[src/rtl/compressor_reduce_seq.sv]
// Multi-beat 8-operand reduction sequencer: an 8:2 carry-save compressor feeds a register stage,
// then a CPA plus accumulate stage. The file also holds the 8:2 compressor it instantiates.

module compressor_8_2_n_bit #(
    parameter int unsigned N            = 12,
    parameter int unsigned OUTPUT_WIDTH = 15,
    parameter int unsigned SHIFT_CARRY  = 1
) (
    input  logic                    is_signed_i,
    input  logic [N-1:0]            op_i [8],
    output logic [OUTPUT_WIDTH-1:0] sum_o,
    output logic [OUTPUT_WIDTH-1:0] carry_o
);
    localparam int unsigned OW = OUTPUT_WIDTH;

    logic [OW-1:0] ext [8];
    logic [OW-1:0] s1, c1, s2, c2, s3, c3, s4, c4, s5, c5, s6, maj6;

    always_comb begin
        for (int k = 0; k < 8; k++) begin
            ext[k] = {{(OW-N){is_signed_i & op_i[k][N-1]}}, op_i[k]};
        end
    end

    // Full-adder layer; interior carries are shifted into weight position as they are formed.
    always_comb begin
        s1   = ext[0] ^ ext[1] ^ ext[2];
        c1   = ((ext[0] & ext[1]) | (ext[0] & ext[2]) | (ext[1] & ext[2])) << 1;
        s2   = ext[3] ^ ext[4] ^ ext[5];
        c2   = ((ext[3] & ext[4]) | (ext[3] & ext[5]) | (ext[4] & ext[5])) << 1;
        s3   = s1 ^ c1 ^ s2;
        c3   = ((s1 & c1) | (s1 & s2) | (c1 & s2)) << 1;
        s4   = c2 ^ ext[6] ^ ext[7];
        c4   = ((c2 & ext[6]) | (c2 & ext[7]) | (ext[6] & ext[7])) << 1;
        s5   = s3 ^ c3 ^ s4;
        c5   = ((s3 & c3) | (s3 & s4) | (c3 & s4)) << 1;
        s6   = s5 ^ c5 ^ c4;
        maj6 = (s5 & c5) | (s5 & c4) | (c5 & c4);
    end

    assign sum_o   = s6;
    assign carry_o = (SHIFT_CARRY != 0) ? (maj6 << 1) : maj6;

endmodule

module compressor_reduce_seq #(
    parameter int unsigned INPUT_WIDTH = 12,
    parameter int unsigned ACC_WIDTH   = 32,
    parameter int unsigned MAX_BEATS   = 256,
    parameter int unsigned BEAT_W      = $clog2(MAX_BEATS)
) (
    input  logic                   clk_i,
    input  logic                   rst_ni,
    input  logic                   cfg_valid_i,
    output logic                   cfg_ready_o,
    input  logic [BEAT_W-1:0]      cfg_beats_i,
    input  logic                   cfg_signed_i,
    input  logic                   in_valid_i,
    output logic                   in_ready_o,
    input  logic [INPUT_WIDTH-1:0] in_data_i [8],
    output logic                   res_valid_o,
    input  logic                   res_ready_i,
    output logic [ACC_WIDTH-1:0]   res_data_o,
    output logic                   busy_o
);
    localparam int unsigned OUT_W = INPUT_WIDTH + 3;

    localparam logic [1:0] StIdle  = 2'd0;
    localparam logic [1:0] StAccum = 2'd1;
    localparam logic [1:0] StDrain = 2'd2;
    localparam logic [1:0] StDone  = 2'd3;

    logic [1:0]           state_q, state_d;
    logic [BEAT_W-1:0]    cnt_q, cnt_d;
    logic                 signed_q, signed_d;
    logic [ACC_WIDTH-1:0] acc_q, acc_d;
    logic                 s1_valid_q, s1_valid_d;
    logic [OUT_W-1:0]     s1_sum_q, s1_sum_d;
    logic [OUT_W-1:0]     s1_carry_q, s1_carry_d;

    logic [OUT_W-1:0]     comp_sum, comp_carry;
    logic [OUT_W-1:0]     beat_val;
    logic [ACC_WIDTH-1:0] beat_ext;
    logic                 in_hs;

    compressor_8_2_n_bit #(
        .N            (INPUT_WIDTH),
        .OUTPUT_WIDTH (OUT_W),
        .SHIFT_CARRY  (1)
    ) u_comp (
        .is_signed_i (signed_q),
        .op_i        (in_data_i),
        .sum_o       (comp_sum),
        .carry_o     (comp_carry)
    );

    assign cfg_ready_o = (state_q == StIdle);
    assign in_ready_o  = (state_q == StAccum);
    assign res_valid_o = (state_q == StDone);
    assign busy_o      = (state_q != StIdle);
    assign res_data_o  = res_valid_o ? acc_q : '0;
    assign in_hs       = in_valid_i & in_ready_o;

    // The OUT_W-bit sum is exact for 8 operands, so extension by the job signedness is lossless.
    assign beat_val = s1_sum_q + s1_carry_q;

    always_comb begin
        for (int i = 0; i < int'(ACC_WIDTH); i++) begin
            if (i < int'(OUT_W)) begin
                beat_ext[i] = beat_val[i];
            end else begin
                beat_ext[i] = signed_q & beat_val[OUT_W-1];
            end
        end
    end

    always_comb begin
        state_d    = state_q;
        cnt_d      = cnt_q;
        signed_d   = signed_q;
        acc_d      = acc_q;
        s1_valid_d = in_hs;
        s1_sum_d   = s1_sum_q;
        s1_carry_d = s1_carry_q;

        if (s1_valid_q) begin
            acc_d = acc_q + beat_ext;
        end

        case (state_q)
            StIdle: begin
                if (cfg_valid_i) begin
                    state_d  = StAccum;
                    cnt_d    = cfg_beats_i;
                    signed_d = cfg_signed_i;
                    acc_d    = '0;
                end
            end
            StAccum: begin
                if (in_valid_i) begin
                    s1_sum_d   = comp_sum;
                    s1_carry_d = comp_carry;
                    // Counter holds at zero on the last beat instead of wrapping.
                    if (cnt_q == '0) begin
                        state_d = StDrain;
                    end else begin
                        cnt_d = cnt_q - BEAT_W'(1);
                    end
                end
            end
            StDrain: begin
                state_d = StDone;
            end
            StDone: begin
                if (res_ready_i) begin
                    state_d = StIdle;
                end
            end
            default: begin
                state_d = StIdle;
            end
        endcase
    end

    always_ff @(posedge clk_i or negedge rst_ni) begin
        if (!rst_ni) begin
            state_q    <= StIdle;
            cnt_q      <= '0;
            signed_q   <= 1'b0;
            acc_q      <= '0;
            s1_valid_q <= 1'b0;
            s1_sum_q   <= '0;
            s1_carry_q <= '0;
        end else begin
            state_q    <= state_d;
            cnt_q      <= cnt_d;
            signed_q   <= signed_d;
            acc_q      <= acc_d;
            s1_valid_q <= s1_valid_d;
            s1_sum_q   <= s1_sum_d;
            s1_carry_q <= s1_carry_d;
        end
    end

endmodule
[config.mk]
export PLATFORM = sky130hd
export DESIGN_NAME = compressor_reduce_seq
export DESIGN_NICKNAME = d
export VERILOG_FILES = /design/src/rtl/compressor_reduce_seq.sv
export SDC_FILE = /design/constraint.sdc
export NUM_CORES = 1
export LEC_CHECK = 0
export ABC_AREA = 0
export ABC_CLOCK_PERIOD_IN_PS = 4830
export CAP_MARGIN = 25
export CORE_UTILIZATION = 55
export DETAILED_ROUTE_END_ITERATION = 6
export DONT_BUFFER_PORTS = 1
export GPL_ROUTABILITY_DRIVEN = 0
export PLACE_DENSITY = 0.73
export SETUP_SLACK_MARGIN = 0.2
export SLEW_MARGIN = 20
export SYNTH_ARGS = -nofsm -noshare
export SYNTH_HDL_FRONTEND = slang
export SYNTH_SLANG_ARGS = --single-unit
[constraint.sdc]
create_clock -name clk_i -period 4.83 [get_ports clk_i]
set_input_delay 0.483 -clock clk_i [delete_from_list [all_inputs] [get_ports clk_i]]
set_output_delay 0.483 -clock clk_i [all_outputs]
set_load 0.02 [all_outputs]
# Yosys cells after proc, flatten, opt, wreduce, memory -nomap -nowiden
# Index checks and enable logic that the tools add are counted.
# totals
reg_bits	73
inputBits	110
word_cells	91
# op_classes
addsub	3
eq_ne	8
muxes	13
bitwise	52
n_reduce_logical	8
# ops
operator	count
14-bit bitwise AND	18
15-bit bitwise XOR	12
14-bit bitwise OR	12
32-bit two-way mux	4
32-bit adder	1
8-bit two-way mux	3
8-bit case mux with 2 select lines	1
15-bit adder	1
1-bit bitwise AND	10
8-bit logical NOT	1
2-bit two-way mux	4
2-bit case mux with 4 select lines	1
4-bit AND reduction	2
8-bit by 1-bit subtractor with 8-bit output, second input constant	1
2-bit inequality test, second input constant	3
2-bit == test, second input constant	2
2-bit by 1-bit inequality test with 1-bit output, second input constant	2
2-bit AND reduction	2
2-bit nonzero test	2
2-bit by 1-bit == test with 1-bit output, second input constant	1
2-bit logical NOT	1

# Longest topological paths before layout
# Gate-level depths: netlist of the first run.
# logic_depth
ltp_word	13
mapped_depth	19
mapped_depth_nobuf	18

# Hierarchy
# A second synthesis of the first run with hierarchy kept.
# hier_totals
hier_cells	829
area_unflattened_um2	7771.2
# modules_own_cells
module	instances	cells_per_inst	area_each_um2	seq_area_each_um2
compressor_reduce_seq	1	627	5681.7	1851.8
compressor_8_2_n_bit	1	202	2089.5	0.0

# Worst setup path after synthesis of the first run
# Ideal clock, no wire load.
# synth_timing
path_type	flip-flop to flip-flop
startpoint	register s1_sum_q[2]
endpoint	register acc_q[28]
setup_time_ns	0.133
arrival_time_ns	4.948
t_required_ns	4.697
path_slack_ns	-0.250
stages_incl_launch_ff	20
synth_period_minus_slack_ns	5.080
cell_sequence	dfrtp_1 -> ha_1 -> inv_1 -> fa_1 -> nor2b_1 -> o31a_1 -> o211a_1 -> nor3_1 -> nor3_1 -> nor3_1 -> ha_1 -> buf_2 -> a21o_1 -> a21oi_1 -> nor2_1 -> or4_1 -> and3_4 -> a211o_1 -> a2111oi_4 -> a211oi_2
# synth_via
elab_chain_len	6
# synth_lines
element	line	rtl
from (decl)	78	logic [OUT_W-1:0] s1_sum_q, s1_sum_d;
from (signal assigned)	180	s1_sum_q <= s1_sum_d;
15-bit adder *	105	assign beat_val = s1_sum_q + s1_carry_q;
1-bit bitwise AND	112	beat_ext[i] = signed_q & beat_val[OUT_W-1];
32-bit adder *	127	acc_d = acc_q + beat_ext;
32-bit two-way mux *	126	if (s1_valid_q) begin
32-bit two-way mux	132	if (cfg_valid_i) begin
32-bit two-way mux *	130	case (state_q)
named net acc_d[28]	76	logic [ACC_WIDTH-1:0] acc_q, acc_d;
to (signal assigned)	170	acc_q <= '0;
to (signal assigned)	178	acc_q <= acc_d;
to (decl)	76	
# The timed path passes the listed nets; every way through them passes the cells marked *.
# A chain may end at the register's enable or synchronous reset.

# Worst setup path in the final report of the first run
# layout_timing
startpoint	register s1_carry_q[2]
endpoint	register acc_q[31]
# layout_via
elab_chain_len	6
# layout_lines
element	line	rtl
from (decl)	79	logic [OUT_W-1:0] s1_carry_q, s1_carry_d;
from (signal assigned)	181	s1_carry_q <= s1_carry_d;
15-bit adder *	105	
1-bit bitwise AND	112	
32-bit adder *	127	
32-bit two-way mux *	126	
32-bit two-way mux	132	
32-bit two-way mux *	130	
named net acc_d[31]	76	
# Marked as above.

==> impl_metrics.toml, run 1 <==
[run_status]
status = "finished, final reports clean"

[die]
boundaryPins = 146
rows = 42
dieArea_mm2 = 0.0140
dieWidth_um = 118
fp.dieH_um = 118
coreArea_mm2 = 0.0132
start_util_pct = 56.2

[pwr]
leakage_nw = 3.84
irDropWorstVdd_v = 0.000434
powerDensity_mw_per_mm2 = 808

[synth]
yosysMostFrequentCell = "inv_1"
synth_top_area_share_pct = 24.3
syn_area_mm2 = 0.00741
synth-seq-cells = 72
yosys.area.top_type = "dfrtp_1"
async_reset_ff_share_pct = 100
yosys-top-cells-count = "inv_1 (122), fa_1 (80), dfrtp_1 (72)"
ys_top_cells_by_area = "dfrtp_1 (24%), fa_1 (22%), ha_1 (8.8%)"
synth_cell_types = 63
syn_nets = 1018
synth_warnings = 0
seq_area_frac_synth_pct = 24.3
syn_inst = 776
syn_area_per_cell_um2 = 9.55
ys_dominant_reg_cell = "dfrtp_1"
synth_edf_count = 0

[final_layout]
fillCellCount = 1107
area_growth_pct = 7.63
final_cells = 957
num_antenna_cells = 0
nets = 1019
drive_gt1_share_pct = 10.8

[global_route]
antenna_found_initial = 0
grt_use_total_pct = 22.4
overflow = 0
grt_pass1_vias = 5581
grt_pass1_wl_um = 25400
grt_max_degree = 73

[setup_path]
r2r_end = "acc_q[31]"
worst_setup_path_start_kind = "register"
r2r_cells = 20
r2r_start = "s1_carry_q[2]"
path_class = "reg -> reg"
rrSetupSlack_ps = 370
crit_path_max_fanout = 7
arrival_ps = 4720
cp-end-kind = "register"
critical_path_required_ps = 5090

[detailed_routing]
antenna_left = 0
totalWireLength_um = 14600
viasPerCell = 5.66
vias = 5414
route.detailed.drc = 0
wl_per_cell_um = 15.3
first_iter_violations = 259
drtPass1Iterations = 6

[sta]
timing.fmax_ghz = 0.224
finClkSkew_ps = 8.62
period_minus_slack_ps = 4460
report.final.hold_viol_count = 0
setup-tns-final_ps = 0
maxSlewHeadroom_pct = 43.2
finalSetupViolations = 0
tightest_slew_ps = 851
period_share_pct = 92.3
drv_slew = 0
rsz0062_at_grt = "yes"

[clock_tree]
cts_tree = "built"
htreeDepth = 3
clkLatencyLatePin_ps = 350
clock-sinks = 72
clock-root-buffer = "clkbuf_16"
cts_buffers = 9
max-clock-path-buffers = 2
clk_pin_slew_ps = 60

[flow_run]
max_cap_viol_count = 0

[min_path]
hold_class = "in -> async"

[placement]
port_buffers = 0
dpl.hpwl_um = 11500
dp.cells = 935
critical path: stages, from the launching register on:
cell and delay, ps:
dfrtp_1 360, ha_1 180, inv_1 60, fa_1 410, nor2b_2 160, o31a_1 210, o211a_1 220, nor3_4 60
o21a_1 190, nor3_2 200, buf_4 160, buf_4 150, ha_1 280, a21o_2 210, a21oi_1 170, o21ai_0 190
a221oi_2 340, a21oi_1 140, o21a_1 210, mux2_2 270, mux2i_1 180
cell families after synthesis:
logic type,Yosys count,synth area share [%]
and+or+nand+nor,196,13.6
AOI/OAI and AO/OA,152,13.9
buffers and inverters,145,7.39
adders and majority gates,132,30.4
DFF,72,24.3
muxes,44,6.38
xor gates and xnor gates,35,4.13
stage by stage:
stage | area (um^2) | setup WS [ps] | power [mW] | util, % | hold slack [ps]
floorplan | 7420 | 209 | 4.85 | - | 187
global placement | 7590 | 414 | 5.54 | 57.6 | 189
detailed placement | 7590 | 147 | 5.72 | 57.6 | 188
CTS | 7910 | 243 | 6.43 | 60.0 | 34.0
global route | 7980 | 120 | 7.16 | 60.5 | 49.1
finish | 7980 | 373 | 6.45 | 60.5 | 7.39
flip-flops by register name (all words and copies together) (netlist names):
name / cells
s1_carry_q: 13
cnt_q: 8
acc_q: 32
signed_q: 1
s1_valid_q: 1
state_q: 2
s1_sum_q: 15
what timing repair did:
item                                   in CTS  in global routing
pin swaps                                   1                  8
buffers inserted                            1                  5
hold buffers                                1                  0
endpoints found under the hold margin      72                  0
cloned                                      0                  0
setup endpoints to repair                   1                 10
gates resized for setup                     2                  6
layer usage:
metal	track usage [%]	vias to the layer above	part of all wire [%]	wire length (um)
li1	-	2591	-	-
met1	28.3	2633	42	6070
met2	37.6	162	50	7270
met3	5.18	28	6.5	947
met4	8.25	0	2.1	306
met5	0	-	0	0
placed cells by master, fill, tap and decap left out, types with 3 or more instances in the layout:
master,synthesis,routed
o21ai_0,33,33
a21oi_1,45,44
mux2_2,26,26
fa_1,80,80
and2_1,42,42
a21o_2,4,4
and3_1,5,5
xor2_1,11,11
buf_4,0,12
o21a_1,12,12
nor3_1,16,13
nand2_1,39,39
inv_1,122,122
nand4_1,6,6
a211oi_1,7,7
ha_1,52,50
clkbuf_16,0,9
clkinv_2,0,4
a21o_1,11,11
xnor2_1,24,24
dfrtp_1,72,72
nor2_1,44,44
mux2i_1,18,18
or3_1,6,6
a32oi_1,3,3
o21bai_1,5,5
nand3_1,16,16
nand2b_1,4,4
o22ai_1,6,6
area by class of cell:
cell class                 count  area, um^2  area share, %
tap                          176         220           2.76
sequential                    72        1800           22.6
inverter                     122         458           5.74
clock inverter                 4        20.0          0.251
multi-input combinational    559        5110           64.0
clock buffer                  11         253           3.17
timing repair buffer          13         118           1.47
worst max path at each step:
| stage | start | endpoint | slack, ps | depth (start not counted) |
|---|---|---|---|---|
| 2_1_floorplan | s1_sum_q[2] | acc_q[28] | 210 | 19 |
| 3_3_place_gp | s1_sum_q[2] | acc_q[31] | 410 | 19 |
| 3_5_place_dp | s1_sum_q[2] | acc_q[31] | 150 | 19 |
| 4_1_cts | s1_sum_q[2] | acc_q[28] | 240 | 19 |
| 5_1_grt | s1_sum_q[2] | acc_q[31] | 120 | 20 |
| 6_report | s1_carry_q[2] | acc_q[31] | 370 | 20 |
power breakdown:
part	leakage [nW]	switching, mW	internal [mW]
clock	0.141	0.248	0.368
sequential	0.904	0.229	0.884
combinational	2.79	2.64	2.08
total	3.84	3.11	3.33
No activity file was read; power rests on OpenSTA's default activity.
==> inputs of run 2 (changes only) <==
Settings changed: CORE_ASPECT_RATIO set to 0.7.
==> run 2 against run 1 <==
Net effect: die area barely moved; first-iteration DRC count up 0.39%; clock power rose by 8.1%; global-route usage increased by 0.065 points; wire length grew 2.1%; sequential power hardly changed; maximum frequency increased by 0.29%; final cell count fell by 1.3%; design area rose by 0.58%; non-clock buffer count shrank 3; largest power group unchanged; highest routed layer unchanged.
==> impl_metrics.toml, run 2 (synthesis results as in run 1) <==
[detailed_routing]
first_iter_violations = 260
antenna_left = 0
viasPerCell = 5.72
vias = 5404
drtPass1Iterations = 4
totalWireLength_um = 14900
wl_per_cell_um = 15.8
route.detailed.drc = 0

[sta]
maxSlewHeadroom_pct = 48.8
setup_ws_ps = 386
timing.fmax_ghz = 0.225
finalSetupViolations = 0
setup-tns-final_ps = 0
tightest_slew_ps = 768
period_share_pct = 92.0
report.final.hold_viol_count = 0
finClkSkew_ps = 5.09
period_minus_slack_ps = 4440
drv_slew = 0
rsz0062_at_grt = "no"
timing.hold.ws_ps = 21.2

[setup_path]
cp-end-kind = "register"
r2r_cells = 18
critical_path_required_ps = 5040
arrival_ps = 4650
crit_path_max_fanout = 7
path_class = "reg -> reg"
worst_setup_path_start_kind = "register"

[run_status]
status = "finished, final reports clean"

[die]
boundaryPins = 146
dieArea_mm2 = 0.0140
dieWidth_um = 141
rows = 35
fp.dieH_um = 99.1
coreArea_mm2 = 0.0131
start_util_pct = 56.4

[pwr]
seqPwrFrac_pct = 17.0
p_int_mw = 3.40
p_sw_share_pct = 48.2
clkPwrFrac_pct = 10.2
irDropWorstVdd_v = 0.000572
p_switching_mw = 3.16
powerDensity_mw_per_mm2 = 817
combPwrFrac_pct = 72.8
leakage_nw = 3.84

[clock_tree]
clock-root-buffer = "clkbuf_16"
clk_pin_slew_ps = 60
cts_buffers = 9
clock-sinks = 72
htreeDepth = 3
cts_tree = "built"
clkLatencyLatePin_ps = 330
max-clock-path-buffers = 2

[final_layout]
reg.largest.list = "acc_q: 32 flops, s1_sum_q: 15 flops, s1_carry_q: 13 flops"
fin_area_mm2 = 0.00803
drive_gt1_share_pct = 11.2
num_antenna_cells = 0
largest_reg_flops = 32
final_common_cell = "inv_1"
final_cell_mix = "inv_1 (122), fa_1 (79), dfrtp_1 (72)"
final_core_util_pct = 61.1
fillCellCount = 1109
area_growth_pct = 8.25
nets = 1016
regMostFlops = "acc_q"

[placement]
port_buffers = 0
place_ws_ps = 41.4
dpl.hpwl_um = 11700
placed_area_mm2 = 0.00760

[min_path]
hold_class = "in -> async"

[flow_run]
max_cap_viol_count = 0

[global_route]
grt_pass1_vias = 5376
grt_use_total_pct = 22.5
grt_pass1_wl_um = 25100
antenna_found_initial = 0
overflow = 0
grt_max_degree = 73
## run 2: changes by cell type in the layout (fill, tap and decap cells not counted), sizes merged
cell,before,now
clkbuf,11,10
bufinv,0,1
clkinv,4,5
buf,13,10
## run 2: worst paths after layout
check                           slack (ps)      endpoint          start
min in group clk_i                     270      signed_q   cfg_signed_i
worst min register to register         500  s1_sum_q[14]   s1_sum_q[14]
worst min-delay path                    20     acc_q[20]         rst_ni
max in group asynchronous             4470     acc_q[11]         rst_ni
worst max register to register         390     acc_q[28]  s1_carry_q[2]
worst max-delay path                   390     acc_q[28]  s1_carry_q[2]
## run 2: per-stage QoR
step	total power, mW	instances
after floorplan	4.85	776
after global placement	5.53	925
after detailed placement	5.74	926
after CTS	6.48	944
after global routing	7.26	945
final	6.56	945
## run 2: worst max-delay path: stages (launching register included)
cell and delay (ps):
dfrtp_1 350, ha_2 190, inv_1 60, fa_2 360, nor2b_2 140, o31a_1 230, o211a_1 200, nor3_2 60
o21a_1 220, nor3_4 390, ha_4 300, a21o_1 190, a21oi_1 150, nor2_1 70, or4_1 440, and3_4 210
a211o_1 310, a2111oi_4 360, a211oi_2 80
## run 2: cell type report
class / count / area (um^2) / share of cell area (%)
repair buffers: 10 / 110 / 1.37
multi-input cells: 559 / 5150 / 64.2
flip-flops and latches: 72 / 1800 / 22.4
clock inverters: 6 / 58.8 / 0.733
well taps: 166 / 208 / 2.59
inverters: 122 / 458 / 5.71
clock buffers: 10 / 239 / 2.98
## run 2: layer usage
| metal | global-route usage [%] | up-vias | wire length, um |
|---|---|---|---|
| met5 | 0 | - | 0 |
| li1 | - | 2586 | - |
| met3 | 5.49 | 12 | 992 |
| met1 | 31.3 | 2633 | 6800 |
| met2 | 36.1 | 173 | 6990 |
| met4 | 4.68 | 0 | 111 |
## run 2: timing repair
| item | in CTS | in global routing |
|---|---|---|
| pin swaps | 1 | 5 |
| gates resized for setup | 1 | 18 |
| hold buffers | 1 | 0 |
| buffers inserted | 1 | 1 |
| hold endpoints to repair | 72 | 0 |
| setup endpoints to repair | 6 | 8 |
## run 2: power groups by stage
stage          clock network (mW)  registers [mW]  logic, mW
2_1_floorplan                   0            1.03       3.82
3_3_place_gp                    0            1.10       4.43
3_5_place_dp                    0            1.12       4.61
4_1_cts                     0.684            1.11       4.69
5_1_grt                     0.710            1.16       5.40
6_report                    0.667            1.12       4.77
